File: src/rtl/cpu_mem_pkg.sv
// Shared encodings, payload type and lane helpers for the memory-access stage.
package cpu_mem_pkg;

    localparam int unsigned ADDR_W = 32;
    localparam int unsigned DATA_W = 32;
    localparam int unsigned BE_W   = 4;
    localparam int unsigned SIZE_W = 2;
    localparam int unsigned CNT_W  = 8;

    // memSize encodings; 2'd3 falls through to word handling
    localparam logic [SIZE_W-1:0] SIZE_BYTE = 2'd0;
    localparam logic [SIZE_W-1:0] SIZE_HALF = 2'd1;
    localparam logic [SIZE_W-1:0] SIZE_WORD = 2'd2;

    localparam logic [BE_W-1:0] BE_NONE    = 4'b0000;
    localparam logic [BE_W-1:0] BE_BYTE0   = 4'b0001;
    localparam logic [BE_W-1:0] BE_HALF_LO = 4'b0011;
    localparam logic [BE_W-1:0] BE_HALF_HI = 4'b1100;
    localparam logic [BE_W-1:0] BE_WORD    = 4'b1111;

    typedef enum logic [1:0] {
        ST_IDLE = 2'd0,
        ST_BUS  = 2'd1,
        ST_DONE = 2'd2
    } state_e;

    // Registered command presented on the data-memory bus
    typedef struct packed {
        logic [ADDR_W-1:0] addr;
        logic              we;
        logic [BE_W-1:0]   be;
        logic [DATA_W-1:0] wdata;
    } bus_cmd_t;

    // Natural alignment check for the access size
    function automatic logic is_misaligned(input logic [SIZE_W-1:0] size,
                                           input logic [1:0]        lane);
        case (size)
            SIZE_BYTE: return 1'b0;
            SIZE_HALF: return lane[0];
            default:   return lane != 2'b00;
        endcase
    endfunction

    // Lane enables for an aligned access
    function automatic logic [BE_W-1:0] byte_enable(input logic [SIZE_W-1:0] size,
                                                    input logic [1:0]        lane);
        case (size)
            SIZE_BYTE: return BE_BYTE0 << lane;
            SIZE_HALF: return lane[1] ? BE_HALF_HI : BE_HALF_LO;
            default:   return BE_WORD;
        endcase
    endfunction

    // Replicate right-aligned store data across every lane it could occupy
    function automatic logic [DATA_W-1:0] store_lanes(input logic [SIZE_W-1:0] size,
                                                      input logic [DATA_W-1:0] data);
        case (size)
            SIZE_BYTE: return {4{data[7:0]}};
            SIZE_HALF: return {2{data[15:0]}};
            default:   return data;
        endcase
    endfunction

endpackage

File: src/rtl/mem_stage_if.sv
// Handshaked data-memory bus between the memory stage and the memory system.
interface mem_stage_if;
    import cpu_mem_pkg::*;

    logic              busReq;
    logic              busWe;
    logic [ADDR_W-1:0] busAddr;
    logic [BE_W-1:0]   busByteEn;
    logic [DATA_W-1:0] busWData;
    logic              busAck;
    logic [DATA_W-1:0] busRData;

    modport master (
        output busReq, busWe, busAddr, busByteEn, busWData,
        input  busAck, busRData
    );

    modport slave (
        input  busReq, busWe, busAddr, busByteEn, busWData,
        output busAck, busRData
    );

endinterface

File: src/rtl/load_align.sv
// Selects the addressed lane of a read word and sign/zero extends it.
module load_align
    import cpu_mem_pkg::*;
(
    input  logic [DATA_W-1:0] i_rdata,
    input  logic [1:0]        i_lane,
    input  logic [SIZE_W-1:0] i_size,
    input  logic              i_unsigned,
    output logic [DATA_W-1:0] o_data_c
);

    logic [7:0]  w_byte;
    logic [15:0] w_half;

    // Lane select for byte and halfword views of the read word
    always_comb begin
        case (i_lane)
            2'd0:    w_byte = i_rdata[7:0];
            2'd1:    w_byte = i_rdata[15:8];
            2'd2:    w_byte = i_rdata[23:16];
            default: w_byte = i_rdata[31:24];
        endcase
        w_half = i_lane[1] ? i_rdata[31:16] : i_rdata[15:0];
    end

    // Extension to full register width
    always_comb begin
        case (i_size)
            SIZE_BYTE: o_data_c = i_unsigned ? {24'd0, w_byte} : {{24{w_byte[7]}}, w_byte};
            SIZE_HALF: o_data_c = i_unsigned ? {16'd0, w_half} : {{16{w_half[15]}}, w_half};
            default:   o_data_c = i_rdata;
        endcase
    end

endmodule

File: src/rtl/mem_stage.sv
// Memory-access pipeline stage: issues one bus transaction per aligned load/store,
// stalls the front of the pipeline until it completes, and extends load data.
module mem_stage
    import cpu_mem_pkg::*;
#(
    parameter int unsigned BUS_TIMEOUT = 255
) (
    input  logic              clock,
    input  logic              reset,
    input  logic              memRead,
    input  logic              memWrite,
    input  logic [SIZE_W-1:0] memSize,
    input  logic              memUnsigned,
    input  logic              regWrite,
    input  logic [ADDR_W-1:0] ALUOut,
    input  logic [DATA_W-1:0] writeData,
    mem_stage_if.master       bus,
    output logic [DATA_W-1:0] memOut,
    output logic              regWriteOut,
    output logic              stall,
    output logic              misaligned,
    output logic              busError
);

    // Counter value on which a still-unacknowledged request is abandoned
    localparam logic [CNT_W-1:0] TO_LAST = CNT_W'(BUS_TIMEOUT - 1);
    localparam bit               TO_EN   = (BUS_TIMEOUT != 0);

    state_e            r_state;
    state_e            w_next_state;
    bus_cmd_t          r_cmd;
    bus_cmd_t          w_cmd;
    logic              r_busReq;
    logic [CNT_W-1:0]  r_cnt;
    logic              r_fault;
    logic [1:0]        r_lane;
    logic [SIZE_W-1:0] r_size;
    logic              r_uns;
    logic [DATA_W-1:0] r_memOut;
    logic [DATA_W-1:0] w_load;
    logic              w_access;
    logic              w_mis;
    logic              w_to_hit;

    // Decode of the instruction held in ex_mem
    always_comb begin
        w_access = memRead | memWrite;
        w_mis    = is_misaligned(memSize, ALUOut[1:0]);
        w_to_hit = TO_EN && (r_cnt == TO_LAST);
        w_cmd    = '{addr:  {ALUOut[ADDR_W-1:2], 2'b00},
                     we:    memWrite,
                     be:    byte_enable(memSize, ALUOut[1:0]),
                     wdata: store_lanes(memSize, writeData)};
    end

    // State register
    always_ff @(posedge clock) begin
        if (!reset) begin
            r_state <= ST_IDLE;
        end else begin
            r_state <= w_next_state;
        end
    end

    // Next state and pipeline-facing control
    always_comb begin
        w_next_state = r_state;
        stall        = 1'b0;
        misaligned   = 1'b0;
        regWriteOut  = 1'b0;
        busError     = 1'b0;
        case (r_state)
            ST_IDLE: begin
                if (w_access && w_mis) begin
                    misaligned = 1'b1;
                end else if (w_access) begin
                    stall        = 1'b1;
                    w_next_state = ST_BUS;
                end else begin
                    regWriteOut = regWrite;
                end
            end
            ST_BUS: begin
                stall = 1'b1;
                if (bus.busAck || w_to_hit) begin
                    w_next_state = ST_DONE;
                end
            end
            ST_DONE: begin
                regWriteOut  = regWrite & ~r_fault;
                busError     = r_fault;
                w_next_state = ST_IDLE;
            end
            default: w_next_state = ST_IDLE;
        endcase
        if (!reset) begin
            w_next_state = ST_IDLE;
            stall        = 1'b0;
            misaligned   = 1'b0;
            regWriteOut  = 1'b0;
            busError     = 1'b0;
        end
    end

    // Bus command, wait counter, fault flag and load result registers
    always_ff @(posedge clock) begin
        if (!reset) begin
            r_busReq <= 1'b0;
            r_cmd    <= '0;
            r_cnt    <= '0;
            r_fault  <= 1'b0;
            r_lane   <= 2'b00;
            r_size   <= SIZE_BYTE;
            r_uns    <= 1'b0;
            r_memOut <= '0;
        end else begin
            case (r_state)
                ST_IDLE: begin
                    if (w_access && !w_mis) begin
                        r_busReq <= 1'b1;
                        r_cmd    <= w_cmd;
                        r_cnt    <= '0;
                        r_fault  <= 1'b0;
                        r_lane   <= ALUOut[1:0];
                        r_size   <= memSize;
                        r_uns    <= memUnsigned;
                    end
                end
                ST_BUS: begin
                    if (bus.busAck) begin
                        r_busReq <= 1'b0;
                        if (!r_cmd.we) begin
                            r_memOut <= w_load;
                        end
                    end else if (w_to_hit) begin
                        r_busReq <= 1'b0;
                        r_memOut <= '0;
                        r_fault  <= 1'b1;
                    end else begin
                        r_cnt <= r_cnt + CNT_W'(1);
                    end
                end
                ST_DONE: r_fault <= 1'b0;
                default: r_fault <= 1'b0;
            endcase
        end
    end

    load_align u_load_align (
        .i_rdata    (bus.busRData),
        .i_lane     (r_lane),
        .i_size     (r_size),
        .i_unsigned (r_uns),
        .o_data_c   (w_load)
    );

    // Bus outputs come straight from the held command
    assign bus.busReq    = r_busReq;
    assign bus.busWe     = r_cmd.we;
    assign bus.busAddr   = r_cmd.addr;
    assign bus.busByteEn = r_cmd.be;
    assign bus.busWData  = r_cmd.wdata;
    assign memOut        = r_memOut;

endmodule

File: src/flat_wrapper.sv
// flat-port wrapper written by rule: the top's interface ports become plain ports
module mem_stage_flat import cpu_mem_pkg::*;
#(
    parameter int unsigned BUS_TIMEOUT = 255
)
  (clock, reset, memRead, memWrite, memSize, memUnsigned, regWrite, ALUOut, writeData, memOut, regWriteOut, stall, misaligned, busError, bus_busReq, bus_busWe, bus_busAddr, bus_busByteEn, bus_busWData, bus_busAck, bus_busRData);
  mem_stage_if bus_i ();
  input  logic clock;
  input  logic reset;
  input  logic memRead;
  input  logic memWrite;
  input  logic [SIZE_W-1:0] memSize;
  input  logic memUnsigned;
  input  logic regWrite;
  input  logic [ADDR_W-1:0] ALUOut;
  input  logic [DATA_W-1:0] writeData;
  output logic [DATA_W-1:0] memOut;
  output logic regWriteOut;
  output logic stall;
  output logic misaligned;
  output logic busError;
  output wire logic [$bits(bus_i.busReq)-1:0] bus_busReq;
  output wire logic [$bits(bus_i.busWe)-1:0] bus_busWe;
  output wire logic [$bits(bus_i.busAddr)-1:0] bus_busAddr;
  output wire logic [$bits(bus_i.busByteEn)-1:0] bus_busByteEn;
  output wire logic [$bits(bus_i.busWData)-1:0] bus_busWData;
  input wire logic [$bits(bus_i.busAck)-1:0] bus_busAck;
  input wire logic [$bits(bus_i.busRData)-1:0] bus_busRData;
  assign bus_busReq = bus_i.busReq;
  assign bus_busWe = bus_i.busWe;
  assign bus_busAddr = bus_i.busAddr;
  assign bus_busByteEn = bus_i.busByteEn;
  assign bus_busWData = bus_i.busWData;
  assign bus_i.busAck = bus_busAck;
  assign bus_i.busRData = bus_busRData;
  mem_stage #(.BUS_TIMEOUT(BUS_TIMEOUT)) u_core (.clock(clock), .reset(reset), .memRead(memRead), .memWrite(memWrite), .memSize(memSize), .memUnsigned(memUnsigned), .regWrite(regWrite), .ALUOut(ALUOut), .writeData(writeData), .bus(bus_i), .memOut(memOut), .regWriteOut(regWriteOut), .stall(stall), .misaligned(misaligned), .busError(busError));
endmodule
File: config.mk
export PLATFORM = sky130hd
export DESIGN_NAME = mem_stage_flat
export DESIGN_NICKNAME = d
export VERILOG_FILES = /design/src/rtl/cpu_mem_pkg.sv /design/src/rtl/mem_stage_if.sv /design/src/rtl/load_align.sv /design/src/rtl/mem_stage.sv /design/src/flat_wrapper.sv
export SDC_FILE = /design/constraint.sdc
export NUM_CORES = 1
export LEC_CHECK = 0
export ABC_AREA = 1
export BUFFER_PORTS_ARGS = -buffer_cell sky130_fd_sc_hd__buf_2
export CAP_MARGIN = 15
export CORE_MARGIN = 2
export CORE_UTILIZATION = 44
export CTS_BUF_LIST = sky130_fd_sc_hd__clkbuf_16
export CTS_CLUSTER_SIZE = 16
export DETAILED_ROUTE_END_ITERATION = 8
export MAX_ROUTING_LAYER = met4
export PLACE_DENSITY = 0.77
export SLEW_MARGIN = 20
export SYNTH_ARGS = -nofsm -noshare
export SYNTH_HDL_FRONTEND = slang
export SYNTH_SLANG_ARGS = --single-unit
File: constraint.sdc
create_clock -name clock -period 1.35 [get_ports clock]
set_input_delay 0.27 -clock clock [delete_from_list [all_inputs] [get_ports clock]]
set_output_delay 0.27 -clock clock [all_outputs]
set_load 0.01 [all_outputs]
==> metrics.md, run 1 <==
| Metric | Value |
|---|---|
| Status | complete, but fails checks |
| Failing checks | setup timing |
| Hold Buf Count CTS | 0 |
| # placed instances | ~1100 |
| Synth Flop Type | dfxtp_1 |
| Finished Layout Cells | 1225 |
| Skew-Pair Late Insertion Delay | between 400 and 500 ps |
| WS Path Type | reg -> out |
| Die Y | ~120 um |
| Cell Chain, Critical Path | inv_2 -> nand2_2 -> nor2_4 -> nand2_4 -> buf_8 -> a21oi_4 -> buf_6 |
| Largest cells by area after synthesis | dfxtp_1, nand2_1, nor2_1 |
| Startpoint types | register |
| First-pass GRT wire length | ~31000 um |
| Required @ worst endpoint | roughly 1100 ps |
| Hold Fails Final Rpt | 0 |
| Syn avg cell area | 7.19 sq um |
| DIE WIDTH | approximately 120 um |
| CTS clock-pin slew for the worst setup and hold paths | around 50 ps |
| Vias | between 6000 and 7000 |
| Post-synth cell types | 40 |
| Synthesized flop and latch total | 116 |
| Max incr delay on CP | around 320 ps |
| TritonCTS clock tree | done |
| CP arrival | between 1000 and 1500 ps |
| Setup WS post-layout | -366 ps |
| Initial antenna violation count | 0 |
| Total CTS buffers | 17 |
| Area growth from synthesis to layout | 70.6% |
| Clock H-tree levels | 4 |
| Largest area contributor in the netlist | dfxtp_1 |
| Syn. warnings | 0 |
| I/O Buffers | about 210 |
| Starting Density | 0.452 |
| Peak supply drop | slightly above 1000 uV |
| Avg WL per Cell | ~19 um |
| HPWL after DPL | roughly 12000 um |
| Minimum clock period | 1720 ps |
| Initial DRC Count | slightly above 600 |
| Fillcell total | a little under 800 |
| Bufs on Longest Clock Path | 2 |
| DRC viols | 0 |
| GRT overflow | 0 |
| Maximum clock frequency | between 500 and 600 MHz |
| CTS root buf | clkbuf_16 |
| Number of synthesized flops with an enable pin | 0 |
| Synthesized cell area | roughly 0.0054 sq mm |
| Count leader, synth | nand2_1 |
| Worst path bufs/invs | 3 |
| Share of layout cells above drive strength 1 | 0.500 |
| Post-synthesis sequential area ratio | 0.427 |
| Vias per cell | 5.67 |
| Largest fanout on the critical path | 2 |
| Setup-failing EPs final | approximately 120 |
| Net count, final | ~1200 |
| Post-synth top area share | 0.427 |
| PD cells | between 1000 and 1500 mW/mm^2 |
| Worst Setup End Kind | output port |
| Aggregate routed wire length | approximately 23000 um |
| Max-slew violations | 0 |
| Io pins | ~210 |
| Clk sinks | around 120 |
| CP max-delay cell | dfxtp_2 |
| Rows | 40 |
| RSZ-0062 raised after global routing | yes |
| Ys async rst share | 0 |
| Post-synth top cells | nand2_1, nor2_1, dfxtp_1, o21ai_0, a21oi_1 |
| All-Layer GR Usage | 0.309 |
| Synth Instances | ~760 |
| Cell family with most CP delay | flip-flops |
| First-pass DRT Iterations | 9 |
| Clk_skew | between 7 and 8 ps |
| Hold crit path type | in -> reg |
| Fin crit share | 1.27 |
| DIE AREA | between 0.01 and 0.015 sq mm |
| Core Region | 0.0120 sq mm |
| Number of global-route vias before repair | ~6400 |
| LEAKAGE | about 4.2 nW |
| Post-DRT Antenna Nets | 0 |
| Total Neg Setup Slack | -28060 ps |
| Largest net degree at the start of global routing | 51 |
| Max-cap violations | 0 |
| Gp weighted congestion | 0.935 |
per-layer routing:
metal	track usage	wire, um	vias to the layer above
met5	-	0	-
met4	0.125	1230	0
met3	0.0933	2090	133
met2	0.516	11700	464
met1	0.345	8210	3227
li1	-	-	3118
placed cells by master (no fill, tap or decap), types with 27 or more instances in the layout:
cell / synthesis / final
o21ai_1: 8 / 32
buf_2: 12 / 207
nor2_1: 142 / 136
dfxtp_1: 116 / 108
nand2_2: 3 / 28
buf_4: 9 / 72
nand2_1: 148 / 109
a21oi_1: 69 / 46
nand3_1: 43 / 32
o21ai_0: 76 / 27
a21oi_2: 10 / 29
sequential cells by signal, summed over array words and instances (netlist names), 2 cells and up:
name                  count
u_core.bus.busAddr       30
u_core.bus.busByteEn      4
u_core.bus.busWData      32
u_core.memOut            32
u_core.r_cnt              8
u_core.r_lane             2
u_core.r_size             2
u_core.r_state            2
worst reg2reg max path: stages (launching register included):
cell       delay (ps)
dfxtp_2           320
inv_2              60
nand2_2            70
nor2_4            140
nand2_4            80
buf_8             130
buf_4             130
buf_12            160
buf_8             150
clkbuf_16         170
nand2_1            70
a31oi_1           100
kinds of logic after synthesis:
kind of cell               synth area share
AOI/OAI and AO/OA                     0.189
xor gates and xnor gates            0.00161
DFF                                   0.427
other                              0.000690
adders and majority gates           0.00461
buffers and inverters                0.0836
and+or+nand+nor                       0.293
timing repair:
item | in CTS | in global routing
setup buffers | 28 | 22
pin swaps | 22 | 63
cloned | 11 | 10
gates resized for setup | 90 | 192
endpoints found under the setup margin | 111 | 120
report_power, final:
| part | internal [mW] | leakage (nW) | switching (mW) |
|---|---|---|---|
| logic | 1.45 | 2.95 | 1.73 |
| clock network | 3.47 | 0.320 | 1.74 |
| registers | 3.70 | 0.954 | 0.175 |
| total | 8.63 | 4.23 | 3.64 |
layout make-up:
type                    count  area (sq um)  share of cell area
diodes                      1          2.50            0.000270
flip-flops and latches    116          2330               0.252
clock buffers              17           425              0.0459
repair buffers            336          2590               0.280
clock inverters            15           255              0.0275
inverters                  37           168              0.0181
multi-input cells         556          3310               0.357
well taps                 147           184              0.0198
through the flow:
step / util / hold slack, ps / setup WS [ps] / power (mW) / area (sq um)
after floorplan: - / 408 / -0.887 / 5.12 / 5470
after global placement: 0.578 / 426 / -309 / 5.87 / 6950
after detailed placement: 0.578 / 431 / -386 / 5.91 / 6950
after CTS: 0.700 / 86.4 / -331 / 11.6 / 8410
after global routing: 0.772 / 89.9 / -399 / 12.7 / 9270
final: 0.772 / 82.5 / -366 / 12.3 / 9270
final timing paths:
check / to / slack (ps) / start / cells past startpoint
hold reg to reg: u_core.bus.busWData[21] / 450 / u_core.bus.busWData[21] / 2
setup reg to reg: u_core.bus.busWData[31] / -360 / u_core.r_state[0] / 11
hold / removal: u_core.bus.busAddr[6] / 80 / ALUOut[6] / 3
setup / recovery: stall / -370 / u_core.r_state[0] / 7
Note: power is estimated with default switching activity, not from simulation.
==> inputs of run 2 (changes only) <==
CORE_UTILIZATION = 40   (was 44)
PLACE_DENSITY = 0.69   (was 0.77)
clock period = 2 ns   (was 1.35 ns; I/O delays follow)
==> metrics.md, run 2 (synthesis gave the netlist of run 1 again) <==
| Metric | Value |
|---|---|
| Status | finished clean |
| Bufs on Longest Clock Path | 2 (unchanged) |
| Max-slew violations | 0 (unchanged) |
| Tot Pwr | 6.31 mW (-49%) |
| First-pass GRT wire length | 25900 um (-16%) |
| Post-DRT Antenna Nets | 0 (unchanged) |
| Initial DRC Count | 476 (-22%) |
| Met3 Wirelength | 951 um (-54%) |
| LEAKAGE | 3.29 nW (-22%) |
| Max-cap violations | 0 (unchanged) |
| CTS clock-pin slew for the worst setup and hold paths | 50 ps (about the same) |
| Vias per cell | 4.90 (-13%) |
| Core Region | 0.0132 sq mm (+10%) |
| Int Power | 4.47 mW (-48%) |
| CP arrival | 1500 ps (+50 ps) |
| Clk_skew | 10.2 ps (+3.13 ps) |
| Required @ worst endpoint | 1600 ps (+520 ps) |
| Gp weighted congestion | 0.839 (-10%) |
| TritonCTS clock tree | done |
| RSZ-0062 raised after global routing | no |
| Hold crit path type | in -> reg |
| Starting Density | 0.410 (-0.0420) |
| Postcts setup bufs | 0 (-100%) |
| DRC viols | 0 (unchanged) |
| Peak supply drop | 595 uV (-42%) |
| Io pins | 211 (unchanged) |
| Top Metal Used | met4 |
| Fillcell total | 1388 (+78%) |
| Finished Layout Cells | 1136 (-7.3%) |
| Total CTS buffers | 17 (unchanged) |
| Area growth from synthesis to layout | 29.2% |
| # placed instances | 1105 (-2.1%) |
| Rows | 42 (+5.0%) |
| Cts repair resizes | 0 (-100%) |
| Number of global-route vias before repair | 5381 (-16%) |
| Clk sinks | 116 (unchanged) |
| All-Layer GR Usage | 0.231 (-0.0783) |
| Hold Buf Count CTS | 0 (unchanged) |
| Switching Fraction | 0.293 (-0.00418) |
| Met2 wire len | 7590 um (-35%) |
| GRT overflow | 0 (unchanged) |
| Die Y | 121 um (+4.7%) |
| Final Util | 0.530 (-0.242) |
| PD cells | 899 mW/mm^2 (-32%) |
| Hold Fails Final Rpt | 0 (unchanged) |
| Setup-failing EPs final | 0 (-100%) |
| WL met1 | 6980 um (-15%) |
| Most common cell after layout, fill and taps aside | buf_2 |
| Commonest cells after routing, fill and taps aside | buf_2, nand2_1, nor2_1 |
| Vias | 5571 (-20%) |
| Maximum clock frequency | around 530 MHz |
| Final Cell Area | 0.00702 sq mm (-24%) |
| Total Neg Setup Slack | 0 ps (+28060 ps) |
| Minimum clock period | approximately 1900 ps |
| CTS root buf | clkbuf_16 |
| Largest fanout on the critical path | 6 (+4) |
| DIE AREA | 0.0145 sq mm (+9.6%) |
| Combinational fraction of design power | 0.193 (-0.066) |
| WS Path Type | reg -> out |
| Placed Area | 0.00654 sq mm (-5.9%) |
| Flop pwr share | 0.413 (+0.097) |
| Startpoint types | register |
| First-pass DRT Iterations | 5 (-4) |
| NetSw | 1.85 mW (-49%) |
| Clock H-tree levels | 4 (unchanged) |
| Clock share of power | 0.395 (-0.030) |
| Avg WL per Cell | 13.9 um (-26%) |
| Initial antenna violation count | 1 (+1) |
| Aggregate routed wire length | 15800 um (-32%) |
| Share of layout cells above drive strength 1 | 0.302 (-0.198) |
| Largest net degree at the start of global routing | 82 (+61%) |
| DIE WIDTH | 121 um (+4.7%) |
| Worst Setup End Kind | output port |
| Worst slew pin tran | just over 800 ps |
| Rel. slew slack | 0.449 |
| HPWL after DPL | 11200 um (-6.7%) |
| Skew-Pair Late Insertion Delay | 410 ps (-20 ps) |
| I/O Buffers | 208 (unchanged) |
| Fin crit share | 0.949 |
| Net count, final | 1055 (-9.9%) |
==> run 2: cell types whose count changed in the layout (fill, tap and decap cells not counted), sizes merged, moves of 2 or more <==
cell,previous run,this run
clkbuf,22,17
clkinv,7,9
bufinv,6,0
inv,36,40
buf,331,223
clkinvlp,3,1
==> run 2: path summary, 6_finish.rpt <==
| kind | start | to | cells past startpoint | slack [ps] |
|---|---|---|---|---|
| worst max register to register | u_core.r_state[1] | u_core.r_size[1] | 8 | 190 |
| worst max-delay path | u_core.r_state[1] | stall | 6 | 100 |
| worst min register to register | u_core.bus.busWData[4] | u_core.bus.busWData[4] | 2 | 450 |
| worst min-delay path | ALUOut[30] | u_core.bus.busAddr[30] | 3 | 220 |
==> run 2: through the flow <==
stage	hold WS [ps]	worst slack (ps)
after detailed placement	432	30.4
after global routing	234	13.4
after floorplan	437	240
after global placement	427	65.5
after CTS	206	86.7
final	223	101
==> run 2: area by class of cell <==
type,instances,area [sq um],share of cell area
flip-flops and latches,116,2320,0.331
repair buffers,223,1190,0.170
clock buffers,17,425,0.0606
well taps,176,220,0.0314
clock inverters,13,57.6,0.00820
inverters,37,143,0.0203
multi-input cells,553,2660,0.379
diodes,1,2.50,0.000356
==> run 2: critical path: stages (launching register included) <==
cell and delay (ps):
dfxtp_1 330, inv_2 80, nand2_1 80, nor2_1 180, nand2_4 120, a21oi_1 160
buf_2 150
==> run 2: routing by layer <==
metal  GRT usage  up-vias
met3      0.0604       27
met5           -        -
li1            -     2862
met1       0.282     2500
met2       0.363      182
met4      0.0952        0
==> run 2: power groups by stage <==
stage | logic, mW | clock network, mW | registers [mW]
after floorplan | 0.731 | 0 | 2.71
after global placement | 1.21 | 0 | 2.65
after detailed placement | 1.22 | 0 | 2.65
after CTS | 1.22 | 2.54 | 2.60
after global routing | 1.37 | 2.65 | 2.63
final | 1.22 | 2.49 | 2.60
